==> config.mk <==
export PLATFORM = sky130hd
export DESIGN_NAME = mem_access_unit
export DESIGN_NICKNAME = d
export VERILOG_FILES = /design/src/rtl/mem_access_unit.sv
export SDC_FILE = /design/constraint.sdc
export NUM_CORES = 1
export LEC_CHECK = 0
export CAP_MARGIN = 40
export CELL_PAD_IN_SITES_DETAIL_PLACEMENT = 1
export CELL_PAD_IN_SITES_GLOBAL_PLACEMENT = 1
export CORE_AREA = 5 5 160 162
export CTS_BUF_LIST = sky130_fd_sc_hd__clkbuf_8 sky130_fd_sc_hd__clkbuf_16
export CTS_CLUSTER_DIAMETER = 60
export DETAILED_ROUTE_END_ITERATION = 7
export DIE_AREA = 0 0 165 167
export PLACE_DENSITY_LB_ADDON = 0.3
export SLEW_MARGIN = 5
export SYNTH_ARGS = -nofsm -noshare
export SYNTH_HDL_FRONTEND = slang
export SYNTH_SLANG_ARGS = --single-unit
==> constraint.sdc <==
create_clock -name clk -period 5.37 [get_ports clk]
set_input_delay 1.074 -clock clk [delete_from_list [all_inputs] [get_ports clk]]
set_output_delay 1.074 -clock clk [all_outputs]
set_load 0.005 [all_outputs]
==> src/rtl/mem_access_unit.sv <==
// mem_access_unit: byte-addressed load/store sequencer in front of the
// word-addressed data memory. Sub-word stores are read-modify-write;
// faulting requests are answered without any memory access.
// Optional feature macro: MEM_ACCESS_STATS_EN (load/store/fault counters).
module mem_access_unit #(
    parameter int unsigned MEM_DEPTH = 512,
    parameter int unsigned CNT_W     = 16
) (
    input  logic             clk,
    input  logic             rst_n,
    input  logic             req_valid,
    output logic             req_ready,
    input  logic             req_write,
    input  logic [1:0]       req_size,
    input  logic             req_unsigned,
    input  logic [31:0]      req_addr,
    input  logic [31:0]      req_wdata,
    output logic             resp_valid,
    output logic [31:0]      resp_rdata,
    output logic             resp_fault,
    output logic [1:0]       resp_cause,
`ifdef MEM_ACCESS_STATS_EN
    output logic [CNT_W-1:0] load_count,
    output logic [CNT_W-1:0] store_count,
    output logic [CNT_W-1:0] fault_count,
`endif
    output logic [31:0]      mem_address,
    output logic [31:0]      mem_write_data,
    output logic             mem_write_enable,
    output logic             mem_read_enable,
    input  logic [31:0]      mem_read_data
);

    typedef enum logic [2:0] {
        IDLE,
        READ,
        WRITE,
        RESP,
        FAULT
    } state_t;

    localparam logic [1:0] SZ_BYTE = 2'b00;
    localparam logic [1:0] SZ_HALF = 2'b01;
    localparam logic [1:0] SZ_WORD = 2'b10;
    localparam logic [1:0] SZ_RSVD = 2'b11;

    localparam logic [1:0] CAUSE_NONE  = 2'b00;
    localparam logic [1:0] CAUSE_ALIGN = 2'b01;
    localparam logic [1:0] CAUSE_RANGE = 2'b10;
    localparam logic [1:0] CAUSE_SIZE  = 2'b11;

    // Counters need at least one bit.
    if (CNT_W == 0) begin : g_cnt_w_check
        $error("mem_access_unit: CNT_W must be at least 1");
    end

    state_t      state_q, state_d;
    logic        accept;
    logic [1:0]  chk_cause;
    logic [31:0] word_idx;

    logic [1:0]  addr_lo_q;
    logic [1:0]  size_q;
    logic        write_q;
    logic        uns_q;
    logic [15:0] wdata_q;
    logic [1:0]  cause_q;
    logic [31:0] rdata_q;

    logic [7:0]  rd_byte;
    logic [15:0] rd_half;
    logic [31:0] load_ext;
    logic [31:0] merged;

    assign accept   = req_valid && (state_q == IDLE);
    assign word_idx = {2'b00, req_addr[31:2]};

    // Classify the incoming request; size beats alignment beats range.
    always_comb begin
        chk_cause = CAUSE_NONE;
        if (req_size == SZ_RSVD) begin
            chk_cause = CAUSE_SIZE;
        end else if ((req_size == SZ_HALF && req_addr[0]) ||
                     (req_size == SZ_WORD && req_addr[1:0] != 2'b00)) begin
            chk_cause = CAUSE_ALIGN;
        end else if (word_idx >= MEM_DEPTH) begin
            chk_cause = CAUSE_RANGE;
        end
    end

    // Lane extraction for loads and lane merge for sub-word stores.
    always_comb begin
        rd_byte  = '0;
        rd_half  = '0;
        load_ext = mem_read_data;
        merged   = mem_read_data;
        case (addr_lo_q)
            2'd0:    rd_byte = mem_read_data[7:0];
            2'd1:    rd_byte = mem_read_data[15:8];
            2'd2:    rd_byte = mem_read_data[23:16];
            default: rd_byte = mem_read_data[31:24];
        endcase
        rd_half = addr_lo_q[1] ? mem_read_data[31:16] : mem_read_data[15:0];
        case (size_q)
            SZ_BYTE: begin
                load_ext = {{24{rd_byte[7] & ~uns_q}}, rd_byte};
                case (addr_lo_q)
                    2'd0:    merged[7:0]   = wdata_q[7:0];
                    2'd1:    merged[15:8]  = wdata_q[7:0];
                    2'd2:    merged[23:16] = wdata_q[7:0];
                    default: merged[31:24] = wdata_q[7:0];
                endcase
            end
            SZ_HALF: begin
                load_ext = {{16{rd_half[15] & ~uns_q}}, rd_half};
                if (addr_lo_q[1]) begin
                    merged[31:16] = wdata_q;
                end else begin
                    merged[15:0] = wdata_q;
                end
            end
            default: begin
                load_ext = mem_read_data;
                merged   = mem_read_data;
            end
        endcase
    end

    // State register.
    always_ff @(posedge clk or negedge rst_n) begin
        if (!rst_n) begin
            state_q <= IDLE;
        end else begin
            state_q <= state_d;
        end
    end

    // Next-state and state-decoded outputs.
    always_comb begin
        state_d          = state_q;
        req_ready        = 1'b0;
        mem_read_enable  = 1'b0;
        mem_write_enable = 1'b0;
        resp_valid       = 1'b0;
        resp_fault       = 1'b0;
        resp_cause       = CAUSE_NONE;
        resp_rdata       = '0;
        case (state_q)
            IDLE: begin
                req_ready = 1'b1;
                if (accept) begin
                    if (chk_cause != CAUSE_NONE) begin
                        state_d = FAULT;
                    end else if (req_write && req_size == SZ_WORD) begin
                        state_d = WRITE;
                    end else begin
                        state_d = READ;
                    end
                end
            end
            READ: begin
                mem_read_enable = 1'b1;
                state_d         = write_q ? WRITE : RESP;
            end
            WRITE: begin
                mem_write_enable = 1'b1;
                state_d          = RESP;
            end
            RESP: begin
                resp_valid = 1'b1;
                resp_rdata = write_q ? '0 : rdata_q;
                state_d    = IDLE;
            end
            FAULT: begin
                resp_valid = 1'b1;
                resp_fault = 1'b1;
                resp_cause = cause_q;
                state_d    = IDLE;
            end
            default: state_d = IDLE;
        endcase
    end

    // Request capture, memory address/data registers and load result.
    // Address and write data only move for non-faulting requests, so a
    // rejected request leaves the memory-side outputs untouched.
    always_ff @(posedge clk or negedge rst_n) begin
        if (!rst_n) begin
            addr_lo_q      <= '0;
            size_q         <= '0;
            write_q        <= 1'b0;
            uns_q          <= 1'b0;
            wdata_q        <= '0;
            cause_q        <= CAUSE_NONE;
            rdata_q        <= '0;
            mem_address    <= '0;
            mem_write_data <= '0;
        end else begin
            if (accept) begin
                addr_lo_q <= req_addr[1:0];
                size_q    <= req_size;
                write_q   <= req_write;
                uns_q     <= req_unsigned;
                wdata_q   <= req_wdata[15:0];
                cause_q   <= chk_cause;
                if (chk_cause == CAUSE_NONE) begin
                    mem_address <= word_idx;
                    if (req_write && req_size == SZ_WORD) begin
                        mem_write_data <= req_wdata;
                    end
                end
            end
            if (state_q == READ) begin
                if (write_q) begin
                    mem_write_data <= merged;
                    rdata_q        <= '0;
                end else begin
                    rdata_q <= load_ext;
                end
            end
        end
    end

`ifdef MEM_ACCESS_STATS_EN
    // Saturating completion counters, bumped on the response cycle.
    always_ff @(posedge clk or negedge rst_n) begin
        if (!rst_n) begin
            load_count  <= '0;
            store_count <= '0;
            fault_count <= '0;
        end else begin
            if (state_q == RESP && !write_q && load_count != '1) begin
                load_count <= load_count + 1'b1;
            end
            if (state_q == RESP && write_q && store_count != '1) begin
                store_count <= store_count + 1'b1;
            end
            if (state_q == FAULT && fault_count != '1) begin
                fault_count <= fault_count + 1'b1;
            end
        end
    end
`endif

endmodule
; After elaboration in Yosys (flattened, before gate mapping)
; Cells that the tools add are included.
[op_classes]
eq_ne = 11
n_mux = 32
reduce_logical = 14
n_bitwise = 3
order_cmp = 1
[op_table]
columns = op, n
row1 = $mux W32, 8
row2 = $pmux W32 S2, 2
row3 = $mux W16, 3
row4 = $mux W8, 4
row5 = $ge A30 B10 Y1 const B, 1
row6 = $pmux W8 S3, 1
row7 = $mux W2, 5
row8 = $pmux W3 S3, 1
row9 = $eq A2 B1 Y1 const B, 3
row10 = $eq A2 B2 Y1 const B, 3
row11 = $eq A3 B2 Y1 const B, 2
row12 = $logic_not A2 Y1, 3
row13 = $mux W1, 6
row14 = $mux W3, 2
row15 = $logic_and A1 B1 Y1, 4
row16 = $reduce_bool A2 Y1, 2
row17 = $eq A3 B1 Y1 const B, 1
row18 = $eq A3 B3 Y1 const B, 1
row19 = $logic_not A3 Y1, 1
row20 = $reduce_or A3 Y1, 1
row21 = $and A1 B1 Y1, 2
row22 = $ne A2 B2 Y1 const B, 1
row23 = $reduce_and A2 Y1, 1
row24 = $reduce_or A2 Y1, 1
row25 = 2 further kinds, 2
[totals]
ff_bits = 121
in_bits = 103
output_inout_bits = 103
elab_cells = 71

; Longest topological paths before layout
; Gate-level depths: netlist of run 1.
[depth]
depth_word = 10
mapped_depth = 9
ltp_nobuf = 6

; Worst setup path before layout of run 1
; Ideal clock, no wire load.
[synth_timing]
kind = input-to-reg
from = input req_addr[19]
to = register mem_write_data[24]
required_time_ps = 5302
stages = 9
n_path_buf = 4
t_arrival_ps = 2356
setup_ps = 68
slack_ps = 2946
path_cell_list = nor4_1 -> and4_1 -> clkbuf_1 -> and4_1 -> buf_2 -> buf_4 -> buf_4 -> nand2_1 -> nand3_1
[synth_via]
elab_chain_cells = 9
[synth_lines]
columns = element, line_no
row1 = from (decl), 16  ; input logic [31:0] req_addr,
row2 = $ge A30 B10 Y1 *, 86  ; end else if (word_idx >= MEM_DEPTH) begin
row3 = $mux W2 *, 86
row4 = $mux W2 *, 83  ; end else if ((req_size == SZ_HALF && req_addr[0]) ||
row5 = $mux W2 *, 81  ; if (req_size == SZ_RSVD) begin
row6 = $logic_not A2 Y1 *, 206  ; if (chk_cause == CAUSE_NONE) begin
row7 = $mux W32 *, 206
row8 = $mux W32 *, 199  ; if (accept) begin
row9 = $mux W32, 214  ; if (write_q) begin
row10 = $mux W32 *, 213  ; if (state_q == READ) begin
row11 = to (signal assigned), 209  ; mem_write_data <= req_wdata;
row12 = to (signal assigned), 215  ; mem_write_data <= merged;
row13 = to (decl), 28  ; output logic [31:0] mem_write_data,
; Mark *: on every way between the ends. The rest lies on a longest branch, timed or not.
; A chain may end at the register's enable or synchronous reset.

; Final worst setup path of run 1
[layout_timing]
from = register state_q[2]
to = output mem_read_enable
[layout_via]
elab_chain_cells = 2
[layout_lines]
columns = element, line_no
row1 = from (decl), 57  ; state_t state_q, state_d;
row2 = from (signal assigned), 134  ; state_q <= state_d;
row3 = $eq A3 B1 Y1, 148  ; case (state_q)
row4 = $mux W1, 148
row5 = to (decl), 30  ; output logic mem_read_enable,
; No other way between the ends.

==> impl_results.rst, run 1 <==
.. list-table::
   :header-rows: 1

   * - Metric
     - Value
   * - Ports placed on the boundary
     - 206
   * - Synth area leaders
     - sky130_fd_sc_hd__dfrtp_1 (49%), sky130_fd_sc_hd__nand2_1 (7.4%), sky130_fd_sc_hd__o21ai_0 (4.8%)
   * - Mapped cell area
     - 0.00616 sq mm
   * - Largest fanout of any net on the critical path
     - 35
   * - Post-CTS Hold Buffers
     - 0
   * - Post-CTS setup buffer count
     - 0
   * - TritonCTS clock tree
     - built
   * - Unrepaired setup endpoints after global routing
     - no
   * - Least-Margin Pin Slew
     - 0.965 ns
   * - Final global-route overflow total
     - 0
   * - Distinct cell type count after synthesis
     - 50
   * - Final Hold Violating Endpoints
     - 0
   * - Relative max-transition margin
     - 0.357
   * - Largest stage delay on the critical path
     - 0.54 ns
   * - Category of cells accounting for the largest share of critical-path delay
     - buffers and inverters
   * - Num CTS Buffers
     - 17
   * - Filler Cell Count
     - 2744
   * - Max Slew Vio Count
     - 0
   * - Combined area of the multi-input logic cells
     - 0.00284 sq mm
   * - Total stage count of the critical path
     - 4
   * - Xor-xnor portion of the synthesized cell area
     - 0
   * - Worst IR Drop VDD
     - 0.171 mV
   * - Total negative setup slack
     - 0 ns
   * - Count of mapped cells out of synthesis
     - 663
   * - Synthesized-area fraction occupied by and/or/nand/nor cells
     - 0.219
   * - Number of violations reported at the end of detailed-routing iteration 0
     - 340
   * - Number of H-tree levels
     - 4
   * - Largest net degree at the start of global routing
     - 51
   * - Placement Setup Slack
     - 1.94 ns
   * - Timing-limited maximum frequency
     - 0.309 GHz
   * - Area growth from synthesis to layout
     - 46.8%
   * - CP Capture Type
     - primary output
   * - Initial DRT Pass Iterations
     - 5
   * - Cell leakage power
     - 0.00392 uW
   * - Via count of the first global-routing pass
     - 6029
   * - Pwr dens
     - 283 mW/mm^2
   * - Starting utilization of the core area
     - 0.257
   * - Path depth of the worst reg2reg path
     - 5
   * - Largest area contributor in the synthesized netlist
     - sky130_fd_sc_hd__dfrtp_1
   * - Worst path required time
     - 4.30 ns
   * - Top cell type's share of synthesized area
     - 0.491
   * - Count of cells along the worst hold path
     - 2
   * - Total of max-cap violations
     - 0
   * - Count of flip-flops with a built-in enable after synthesis
     - 0
   * - Initial antenna violation count
     - 2
   * - Share of synthesized area spent on multiplexers
     - 0.0497
   * - Leading cell types in the layout, fill and taps excluded
     - sky130_fd_sc_hd__clkdlybuf4s50_1 (202), sky130_fd_sc_hd__nand2_1 (122), sky130_fd_sc_hd__dfrtp_1 (121)
   * - Buffers and inverters on the worst path
     - 3
   * - Crit path arrival time
     - 2.16 ns
   * - Total track usage
     - 0.170
   * - Net count of the finished layout
     - 946
   * - Post-layout min period
     - 3.23 ns
   * - Util after Layout
     - 0.378
   * - Register bit total from synthesis
     - 121
   * - Global placer's final weighted congestion
     - 0.777
   * - Number of input and output port buffers inserted
     - 203
   * - Via/cell ratio
     - 4.86
   * - Most common cell after layout, fill and taps aside
     - sky130_fd_sc_hd__clkdlybuf4s50_1
   * - Clk_lat worst skew
     - 0.42 ns
   * - Final clock skew
     - 0.00717 ns
   * - Avg WL per Cell
     - 19.9 um
   * - Complex-gate fraction of the synthesized area
     - 0.188
   * - Wire length reported by the detailed router
     - 23500 um
   * - Count of placed standard cells in the final layout, fillers left out
     - 1181
   * - Category of the worst setup path launch point
     - flip-flop
   * - Vias after detailed routing
     - 5735
   * - Buffer levels on the longest clock path
     - 2
   * - Critical setup path kind
     - reg -> out
   * - Sequence of cells on the critical path
     - or3b_1, buf_4, clkinv_4, clkdlybuf4s50_1
   * - Hold Path Class
     - reg -> reg
   * - DR DRC count
     - 0
   * - Fraction of registers with async set/reset
     - 1.00
   * - First-pass GRT wire length
     - 36100 um
   * - Post-synthesis share of cell area spent on full adders, half adders and majority gates
     - 0
   * - Synthesized area per cell
     - 9.30 sq um
   * - Standard-cell rows
     - 57
   * - Share of layout cells above drive strength 1
     - 0.0771
   * - CTS-repair resized insts
     - 0
   * - Ys Warns
     - 0
   * - Slowest stage cell on the critical path
     - sky130_fd_sc_hd__clkdlybuf4s50_1
   * - Die Height
     - 167 um
   * - Combinational family with the most area after synthesis
     - simple AND/OR/NAND/NOR gates
   * - Run status
     - finished clean
   * - Reg area
     - 0.00303 sq mm
   * - Final setup violation count
     - 0
   * - Width of the chip
     - 165 um
   * - Number of sinks handled by clock tree synthesis
     - 121
   * - DP HPWL
     - 17600 um
   * - Cell at the root of the clock tree
     - sky130_fd_sc_hd__clkbuf_16
   * - Core footprint
     - 0.0240 sq mm
   * - Tcrit/Tclk final
     - 0.602
   * - Clock edge transition at the registers on the reported setup and hold paths
     - 0.06 ns
   * - Remaining antenna violation count
     - 0
   * - Full die area
     - 0.0276 sq mm
   * - Fin worst setup slack
     - 2.14 ns
   * - Register area share after synthesis
     - 0.491
   * - Post-Place Cells
     - 1148
   * - Top flip-flop cell by instance count after synthesis
     - sky130_fd_sc_hd__dfrtp_1
## power breakdown
group          total, uW  internal [uW]  switching [uW]
clock               1160            693             468
combinational        394            183             212
sequential          1010            949            60.3
total               2560           1820             740
## path summary, 6_finish.rpt
check	start	endpoint	slack, ns
max	state_q[2]$_DFFE_PN0P_	mem_read_enable	2.14
min	rdata_q[10]$_DFFE_PN0P_	rdata_q[10]$_DFFE_PN0P_	0.47
max reg2reg	addr_lo_q[1]$_DFFE_PN0P_	mem_write_data[25]$_DFF_PN0_	2.63
min reg2reg	rdata_q[10]$_DFFE_PN0P_	rdata_q[10]$_DFFE_PN0P_	0.47
max in group asynchronous	rst_n	rdata_q[2]$_DFFE_PN0P_	3.73
min in group asynchronous	rst_n	mem_address[13]$_DFFE_PN0P_	0.58
## logic make-up after synthesis
family / count (synthesis)
AO/OA/AOI/OAI: 167
buffers and inverters: 65
flip-flops: 121
multiplexers: 28
other: 1
AND/OR/NAND/NOR: 281
## sequential cells by signal (all words and copies together), names as in the netlist
name            cells
addr_lo_q           2
cause_q             2
mem_address        30
mem_write_data     32
rdata_q            32
size_q              2
state_q             3
uns_q               1
wdata_q            16
write_q             1
## routing by layer
metal / track usage / share of wire / up-vias
met2: 0.273 / 0.48 / 153
li1: - / - / 2699
met3: 0.0376 / 0.056 / 23
met1: 0.229 / 0.45 / 2858
met5: 0 / 0.00047 / -
met4: 0.0481 / 0.016 / 2
## through the flow
step	total power [uW]	hold WS, ns	area [sq um]
3_5_place_dp	1420	0.463	8450
4_1_cts	2590	0.476	9040
5_1_grt	2670	0.509	9050
3_3_place_gp	1410	0.454	8410
6_report	2560	0.474	9050
2_1_floorplan	1200	0.442	6170
## synthesized netlist by cell type (all sizes together), types with 2 or more instances
| cell type | n |
|---|---|
| dfrtp | 121 |
| and2 | 36 |
| inv | 9 |
| nor3b | 2 |
| nand2 | 123 |
| a211o | 8 |
| a221oi | 8 |
| a22o | 2 |
| nor4 | 4 |
| nor3 | 23 |
| o22a | 7 |
| mux2i | 16 |
| a21o | 9 |
| clkbuf | 27 |
| a222oi | 7 |
| mux2 | 11 |
| buf | 28 |
| o21ai | 59 |
| nor2 | 26 |
| and4 | 2 |
| nand3 | 34 |
| a21oi | 20 |
| nor2b | 24 |
| a211oi | 16 |
| o22ai | 8 |
| a221o | 17 |
## worst reg2reg max path, stage by stage, from the launching register on
cell	delay, ns
sky130_fd_sc_hd__dfrtp_1	0.86
sky130_fd_sc_hd__inv_1	0.37
sky130_fd_sc_hd__a21oi_1	0.81
sky130_fd_sc_hd__o22ai_1	0.21
sky130_fd_sc_hd__a211o_1	0.36
sky130_fd_sc_hd__nand3_1	0.09
## layout make-up
cell class                      instances  area share
Sequential cell                       121       0.335
Multi-Input combinational cell        478       0.314
Timing Repair Buffer                  215       0.236
Clock buffer                           17      0.0470
Tap cell                              324      0.0448
Clock inverter                         15      0.0185
Inverter                               10     0.00470
Antenna cell                            1    0.000277
Note: power is estimated with default switching activity, not from simulation.
==> run 2: changes to the inputs <==
- clock period: 5.37 -> 3.15 ns (I/O delays scaled with it)
==> impl_results.rst, run 2 (synthesis gave the netlist of run 1 again) <==
.. list-table::
   :header-rows: 1

   * - Metric
     - Value
   * - Post-CTS setup buffer count
     - 0 (unchanged)
   * - Run status
     - finished clean
   * - Remaining antenna violation count
     - 0 (unchanged)
   * - Max Slew Vio Count
     - 0 (unchanged)
   * - Full die area
     - 0.0276 sq mm (unchanged)
   * - Register share of total power
     - 0.400 (+0.006)
   * - Clk_lat worst skew
     - 0.42 ns (about the same)
   * - Number of violations reported at the end of detailed-routing iteration 0
     - 407 (+20%)
   * - Initial DRT Pass Iterations
     - 5 (unchanged)
   * - Cell-internal power
     - 2980 uW (+63%)
   * - Final clock skew
     - 0.00862 ns (+0.00145 ns)
   * - TritonCTS clock tree
     - built
   * - Fin worst setup slack
     - 0.481 ns (-1.66 ns)
   * - Clock edge transition at the registers on the reported setup and hold paths
     - 0.06 ns (about the same)
   * - Clock network fraction of design power
     - 0.436 (-0.017)
   * - Largest net degree at the start of global routing
     - 50 (-2.0%)
   * - Total track usage
     - 0.171 (+0.000885)
   * - Via/cell ratio
     - 4.84 (-0.33%)
   * - Wire length reported by the detailed router
     - 23400 um (-0.17%)
   * - Tcrit/Tclk final
     - 0.847
   * - Final global-route overflow total
     - 0 (unchanged)
   * - Via count of the first global-routing pass
     - 6076 (+0.78%)
   * - Number of sinks handled by clock tree synthesis
     - 121 (unchanged)
   * - Post-CTS Hold Buffers
     - 0 (unchanged)
   * - Least-Margin Pin Slew
     - 0.919 ns (-0.0458 ns)
   * - Largest stage delay on the critical path
     - 0.53 ns (about the same)
   * - Ports placed on the boundary
     - 206 (unchanged)
   * - First-pass GRT wire length
     - 36100 um (+0.17%)
   * - Width of the chip
     - 165 um (unchanged)
   * - Pwr dens
     - 470 mW/mm^2 (+66%)
   * - Switching power summed over all nets
     - 1290 uW (+74%)
   * - Leading cell types in the layout, fill and taps excluded
     - sky130_fd_sc_hd__clkdlybuf4s50_1 (202), sky130_fd_sc_hd__nand2_1 (122), sky130_fd_sc_hd__dfrtp_1 (121)
   * - Filler Cell Count
     - 2793 (+1.8%)
   * - Global placer's final weighted congestion
     - 0.831 (+6.9%)
   * - Core footprint
     - 0.0240 sq mm (unchanged)
   * - Area growth from synthesis to layout
     - 47.1%
   * - Die Height
     - 167 um (unchanged)
   * - DP HPWL
     - 17800 um (+1.4%)
   * - Vias after detailed routing
     - 5750 (+0.26%)
   * - Registers with the most flip-flops
     - mem_write_data (32), rdata_q (32), mem_address (30)
   * - Slowest stage cell on the critical path
     - sky130_fd_sc_hd__clkdlybuf4s50_1
   * - Post-layout min period
     - 2.67 ns
   * - Starting utilization of the core area
     - 0.257 (unchanged)
   * - Worst IR Drop VDD
     - 0.322 mV (+89%)
   * - Total of max-cap violations
     - 0 (unchanged)
   * - Category of the worst setup path launch point
     - flip-flop
   * - Unrepaired setup endpoints after global routing
     - no
   * - Portion of total power attributed to combinational logic
     - 0.164 (+0.010)
   * - Number of H-tree levels
     - 4 (unchanged)
   * - Timing-limited maximum frequency
     - 0.375 GHz
   * - Fraction of power spent switching nets
     - 0.302 (+0.0131)
   * - Placement Setup Slack
     - 0.375 ns (-1.57 ns)
   * - DR DRC count
     - 0 (unchanged)
   * - Worst path required time
     - 2.52 ns (-1.78 ns)
   * - Combined area of the multi-input logic cells
     - 0.00284 sq mm (unchanged)
   * - Largest fanout of any net on the critical path
     - 32 (-8.6%)
   * - CP Capture Type
     - primary output
   * - Avg WL per Cell
     - 19.7 um (-0.75%)
   * - Relative max-transition margin
     - 0.387 (+0.0305)
   * - Buffer levels on the longest clock path
     - 2 (unchanged)
   * - Crit path arrival time
     - 2.04 ns (-0.12 ns)
   * - Initial antenna violation count
     - 3 (+1)
   * - Standard-cell rows
     - 57 (unchanged)
   * - Number of input and output port buffers inserted
     - 203 (unchanged)
   * - Total negative setup slack
     - 0 ns (unchanged)
   * - Critical setup path kind
     - reg -> out
   * - Net count of the finished layout
     - 953 (+0.74%)
   * - Most common cell after layout, fill and taps aside
     - sky130_fd_sc_hd__clkdlybuf4s50_1
   * - CTS-repair resized insts
     - 0 (unchanged)
   * - Final Hold Violating Endpoints
     - 0 (unchanged)
   * - Reg area
     - 0.00303 sq mm (unchanged)
   * - Cell leakage power
     - 0.00394 uW (+0.52%)
   * - Share of layout cells above drive strength 1
     - 0.0846 (+0.00749)
   * - Final setup violation count
     - 0 (unchanged)
   * - Num CTS Buffers
     - 17 (unchanged)
   * - Cell at the root of the clock tree
     - sky130_fd_sc_hd__clkbuf_16
   * - Sequence of cells on the critical path
     - nor3_2, buf_4, and2_1, clkdlybuf4s50_1
   * - Hold Path Class
     - in -> async
-- run 2: cell count changes in the layout (fill, tap and decap cells not counted) --
cell,change
sky130_fd_sc_hd__clkinv_4,-3
sky130_fd_sc_hd__buf_8,-2
sky130_fd_sc_hd__buf_4,+8
sky130_fd_sc_hd__bufinv_16,-2
sky130_fd_sc_hd__buf_6,-1
sky130_fd_sc_hd__buf_12,+2
sky130_fd_sc_hd__inv_8,+2
sky130_fd_sc_hd__inv_6,+3
-- run 2: worst max-delay path, delay by kind of cell (launching register included) --
family                 cells  cell delay (ns)
flip-flops                 1             0.44
AND/OR/NAND/NOR            2             0.36
buffers and inverters      2             0.81
-- run 2: metrics by stage --
stage	power, uW	area, sq um	cells	hold WS [ns]	util
2_1_floorplan	2050	6170	664	0.334	-
3_3_place_gp	2420	8510	1155	0.461	0.355
3_5_place_dp	2430	8510	1155	0.468	0.355
4_1_cts	4310	9070	1187	0.215	0.378
5_1_grt	4470	9070	1188	0.239	0.378
6_report	4260	9070	1188	0.206	0.378
-- run 2: path summary, 6_finish.rpt --
kind                                     startpoint                           to  slack [ns]  cells past startpoint
setup / recovery             state_q[2]$_DFFE_PN0P_                resp_rdata[6]        0.48                      4
hold / removal                                rst_n  mem_address[21]$_DFFE_PN0P_        0.21                      1
setup reg to reg           addr_lo_q[1]$_DFFE_PN0P_      rdata_q[28]$_DFFE_PN0P_        0.88                      5
hold reg to reg              rdata_q[6]$_DFFE_PN0P_       rdata_q[6]$_DFFE_PN0P_        0.48                      2
max in group asynchronous                     rst_n       rdata_q[0]$_DFFE_PN0P_        2.06                      2
min in group clk             rdata_q[6]$_DFFE_PN0P_       rdata_q[6]$_DFFE_PN0P_        0.48                      2
-- run 2: area by class of cell --
class / instances / share of cell area
antenna: 1 / 0.000276
clock buffer: 17 / 0.0469
clock inverter: 15 / 0.0143
inverter: 10 / 0.00469
multi-input combinational: 478 / 0.313
sequential: 121 / 0.334
tap: 324 / 0.0447
timing repair buffer: 222 / 0.242
-- run 2: power groups by stage --
stage               logic (uW)  clock network (uW)  registers, uW
floorplan                  364                   0           1690
global placement           691                   0           1730
detailed placement         700                   0           1730
CTS                        704                1900           1710
global route               766                1990           1720
finish                     699                1860           1710
-- run 2: metal layers --
layer  up-vias  routed length [um]  GRT usage
met5         -                  27          0
met4         4                 350     0.0499
met3        27                1150     0.0440
met2       134               11400      0.273
met1      2840               10500      0.227
li1       2745                   -          -
==> run 3: changes to the inputs <==
- clock period: 3.15 -> 2.6 ns (I/O delays scaled with it)
==> impl_results.rst, run 3 (synthesis gave the netlist of run 1 again) <==
.. list-table::
   :header-rows: 1

   * - Metric
     - Value
   * - Run status
     - finished clean
   * - Relative max-transition margin
     - 0.383 (-0.00378)
   * - Final Hold Violating Endpoints
     - 0 (unchanged)
   * - Critical setup path kind
     - reg -> out
   * - Starting utilization of the core area
     - 0.257 (unchanged)
   * - Clock network fraction of design power
     - 0.435 (about the same)
   * - Share of layout cells above drive strength 1
     - 0.0974 (+0.0128)
   * - Number of input and output port buffers inserted
     - 203 (unchanged)
   * - First-pass GRT wire length
     - 36600 um (+1.2%)
   * - Switching power summed over all nets
     - 1580 uW (+23%)
   * - Number of H-tree levels
     - 4 (unchanged)
   * - TritonCTS clock tree
     - built
   * - Portion of total power attributed to combinational logic
     - 0.169 (+0.005)
   * - Final Hold Slack
     - 0.0128 ns (-0.194 ns)
   * - Crit path arrival time
     - 1.99 ns (-0.05 ns)
   * - Worst-case register-to-register setup slack
     - 0.36 ns (-0.52 ns)
   * - Category of the worst setup path launch point
     - flip-flop
   * - Worst path required time
     - 2.08 ns (-0.44 ns)
   * - Post-layout min period
     - 2.51 ns
   * - Leading cell types in the layout, fill and taps excluded
     - sky130_fd_sc_hd__clkdlybuf4s50_1 (188), sky130_fd_sc_hd__nand2_1 (121), sky130_fd_sc_hd__dfrtp_1 (120)
   * - Ports placed on the boundary
     - 206 (unchanged)
   * - Initial antenna violation count
     - 0 (-3)
   * - Max Slew Vio Count
     - 0 (unchanged)
   * - Total negative setup slack
     - 0 ns (unchanged)
   * - Total track usage
     - 0.173 (+0.00256)
   * - Cell at the root of the clock tree
     - sky130_fd_sc_hd__clkbuf_16
   * - Via count of the first global-routing pass
     - 6195 (+2.0%)
   * - Timing-limited maximum frequency
     - 0.398 GHz
   * - Clock edge transition at the registers on the reported setup and hold paths
     - 0.06 ns (about the same)
   * - Full die area
     - 0.0276 sq mm (unchanged)
   * - Register share of total power
     - 0.396 (-0.004)
   * - CP Capture Type
     - primary output
   * - Hold Path Class
     - in -> async
   * - Tcrit/Tclk final
     - 0.965
   * - DR DRC count
     - 0 (unchanged)
   * - Buffer levels on the longest clock path
     - 2 (unchanged)
   * - Number of sinks handled by clock tree synthesis
     - 121 (unchanged)
   * - Most common cell after layout, fill and taps aside
     - sky130_fd_sc_hd__clkdlybuf4s50_1
   * - Number of violations reported at the end of detailed-routing iteration 0
     - 402 (-1.2%)
   * - Area growth from synthesis to layout
     - 49.7%
   * - Worst r2r src
     - addr_lo_q[1]$_DFFE_PN0P_
   * - Final setup violation count
     - 0 (unchanged)
   * - Worst IR Drop VDD
     - 0.379 mV (+18%)
   * - Final global-route overflow total
     - 0 (unchanged)
   * - Vias after detailed routing
     - 5727 (-0.40%)
   * - Initial DRT Pass Iterations
     - 6 (+1)
   * - Standard-cell rows
     - 57 (unchanged)
   * - Fraction of power spent switching nets
     - 0.304 (+0.00215)
   * - Largest net degree at the start of global routing
     - 55 (+10%)
   * - Total of max-cap violations
     - 0 (unchanged)
   * - Antenna diode instance count
     - 0 (-1)
   * - Destination of the worst register-to-register timing path
     - rdata_q[17]$_DFFE_PN0P_
   * - Wire length reported by the detailed router
     - 23900 um (+2.2%)
   * - Width of the chip
     - 165 um (unchanged)
   * - Registers with the most flip-flops
     - mem_write_data (32), rdata_q (32), mem_address (30)
   * - Final clock skew
     - 0.0101 ns (+0.00153 ns)
   * - Least-Margin Pin Slew
     - 0.925 ns (+0.00567 ns)
   * - Launching element of the worst setup path
     - state_q[2]$_DFFE_PN0P_
   * - Die Height
     - 167 um (unchanged)
   * - Net count of the finished layout
     - 963 (+1.0%)
   * - Timing endpoint of the critical path
     - resp_rdata[10]
   * - Cell leakage power
     - 0.00426 uW (+8.0%)
   * - Clk_lat worst skew
     - 0.43 ns (about the same)
   * - Filler Cell Count
     - 2767 (-0.93%)
   * - Global placer's final weighted congestion
     - 0.811 (-2.3%)
   * - Avg WL per Cell
     - 20.0 um (+1.4%)
   * - Core footprint
     - 0.0240 sq mm (unchanged)
   * - Cell-internal power
     - 3620 uW (+22%)
   * - Unrepaired setup endpoints after global routing
     - yes
   * - DP HPWL
     - 17800 um (about the same)
   * - Path depth of the worst reg2reg path
     - 5 (unchanged)
   * - Largest fanout of any net on the critical path
     - 16 (-50%)
   * - Pwr dens
     - 563 mW/mm^2 (+20%)
   * - Via/cell ratio
     - 4.78 (-1.1%)
   * - Post-CTS Hold Buffers
     - 0 (unchanged)
   * - Remaining antenna violation count
     - 0 (unchanged)
   * - Num CTS Buffers
     - 17 (unchanged)
run 3: cell count changes in the layout (fill, tap and decap cells not counted), moves of 2 or more:
cell                              before  now
sky130_fd_sc_hd__buf_6                 0    2
sky130_fd_sc_hd__buf_12                2    4
sky130_fd_sc_hd__dlymetal6s2s_1        0   14
sky130_fd_sc_hd__buf_4                18   23
sky130_fd_sc_hd__clkinvlp_4            2    4
sky130_fd_sc_hd__clkdlybuf4s50_1     202  188
run 3: worst min path at each step:
| stage | depth (start not counted) | startpoint | to | slack (ns) |
|---|---|---|---|---|
| 5_1_grt | 1 | rst_n | mem_address[13]$_DFFE_PN0P_ | 0.03 |
| 4_1_cts | 1 | rst_n | mem_address[28]$_DFFE_PN0P_ | 0.01 |
| 6_report | 1 | rst_n | mem_address[13]$_DFFE_PN0P_ | 0.01 |
| 3_5_place_dp | 2 | rdata_q[12]$_DFFE_PN0P_ | rdata_q[12]$_DFFE_PN0P_ | 0.47 |
| 3_3_place_gp | 2 | rdata_q[4]$_DFFE_PN0P_ | rdata_q[4]$_DFFE_PN0P_ | 0.46 |
| 2_1_floorplan | 0 | rst_n | addr_lo_q[0]$_DFFE_PN0P_ | 0.22 |
run 3: layer usage:
layer / track usage / wire length (um) / vias to the layer above
met5: 0 / 0 / -
met4: 0.0463 / 306 / 0
met3: 0.0363 / 1100 / 19
met2: 0.281 / 11600 / 150
met1: 0.234 / 10900 / 2816
li1: - / - / 2742
run 3: worst max-delay path: stages (launching register included):
cell and delay (ns):
sky130_fd_sc_hd__dfrtp_2 0.45, sky130_fd_sc_hd__nor3_4 0.23, sky130_fd_sc_hd__buf_6 0.14, sky130_fd_sc_hd__buf_8 0.13, sky130_fd_sc_hd__and2_1 0.13, sky130_fd_sc_hd__clkdlybuf4s50_1 0.50
run 3: cell type report:
class | count | area [sq um] | share of cell area
clock inverters | 15 | 131 | 0.0142
multi-input cells | 478 | 2850 | 0.308
flip-flops and latches | 121 | 3030 | 0.328
repair buffers | 232 | 2350 | 0.254
well taps | 324 | 405 | 0.0439
clock buffers | 17 | 425 | 0.0461
inverters | 10 | 42.5 | 0.00461
run 3: timing repair:
item	in CTS	in global routing
setup endpoints to repair	1	21
setup buffers	0	2
cloned	0	1
pin swaps	0	1
resized for setup	1	22
run 3: metrics by stage:
stage	std cells	area [sq um]	setup WS (ns)	power (uW)	utilization
final	1197	9230	0.0898	5200	0.385
after CTS	1194	9150	0.0300	5250	0.382
after global placement	1162	8590	0.0548	2950	0.358
after detailed placement	1162	8590	-0.0443	2970	0.358
after floorplan	664	6170	0.730	2490	-
after global routing	1197	9230	-0.0430	5430	0.385
run 3: power by group through the flow:
stage | registers [uW] | logic, uW | clock network (uW)
final | 2060 | 877 | 2260
after global routing | 2070 | 958 | 2400
after CTS | 2060 | 879 | 2320
after detailed placement | 2090 | 874 | 0
after global placement | 2090 | 860 | 0
after floorplan | 2050 | 441 | 0
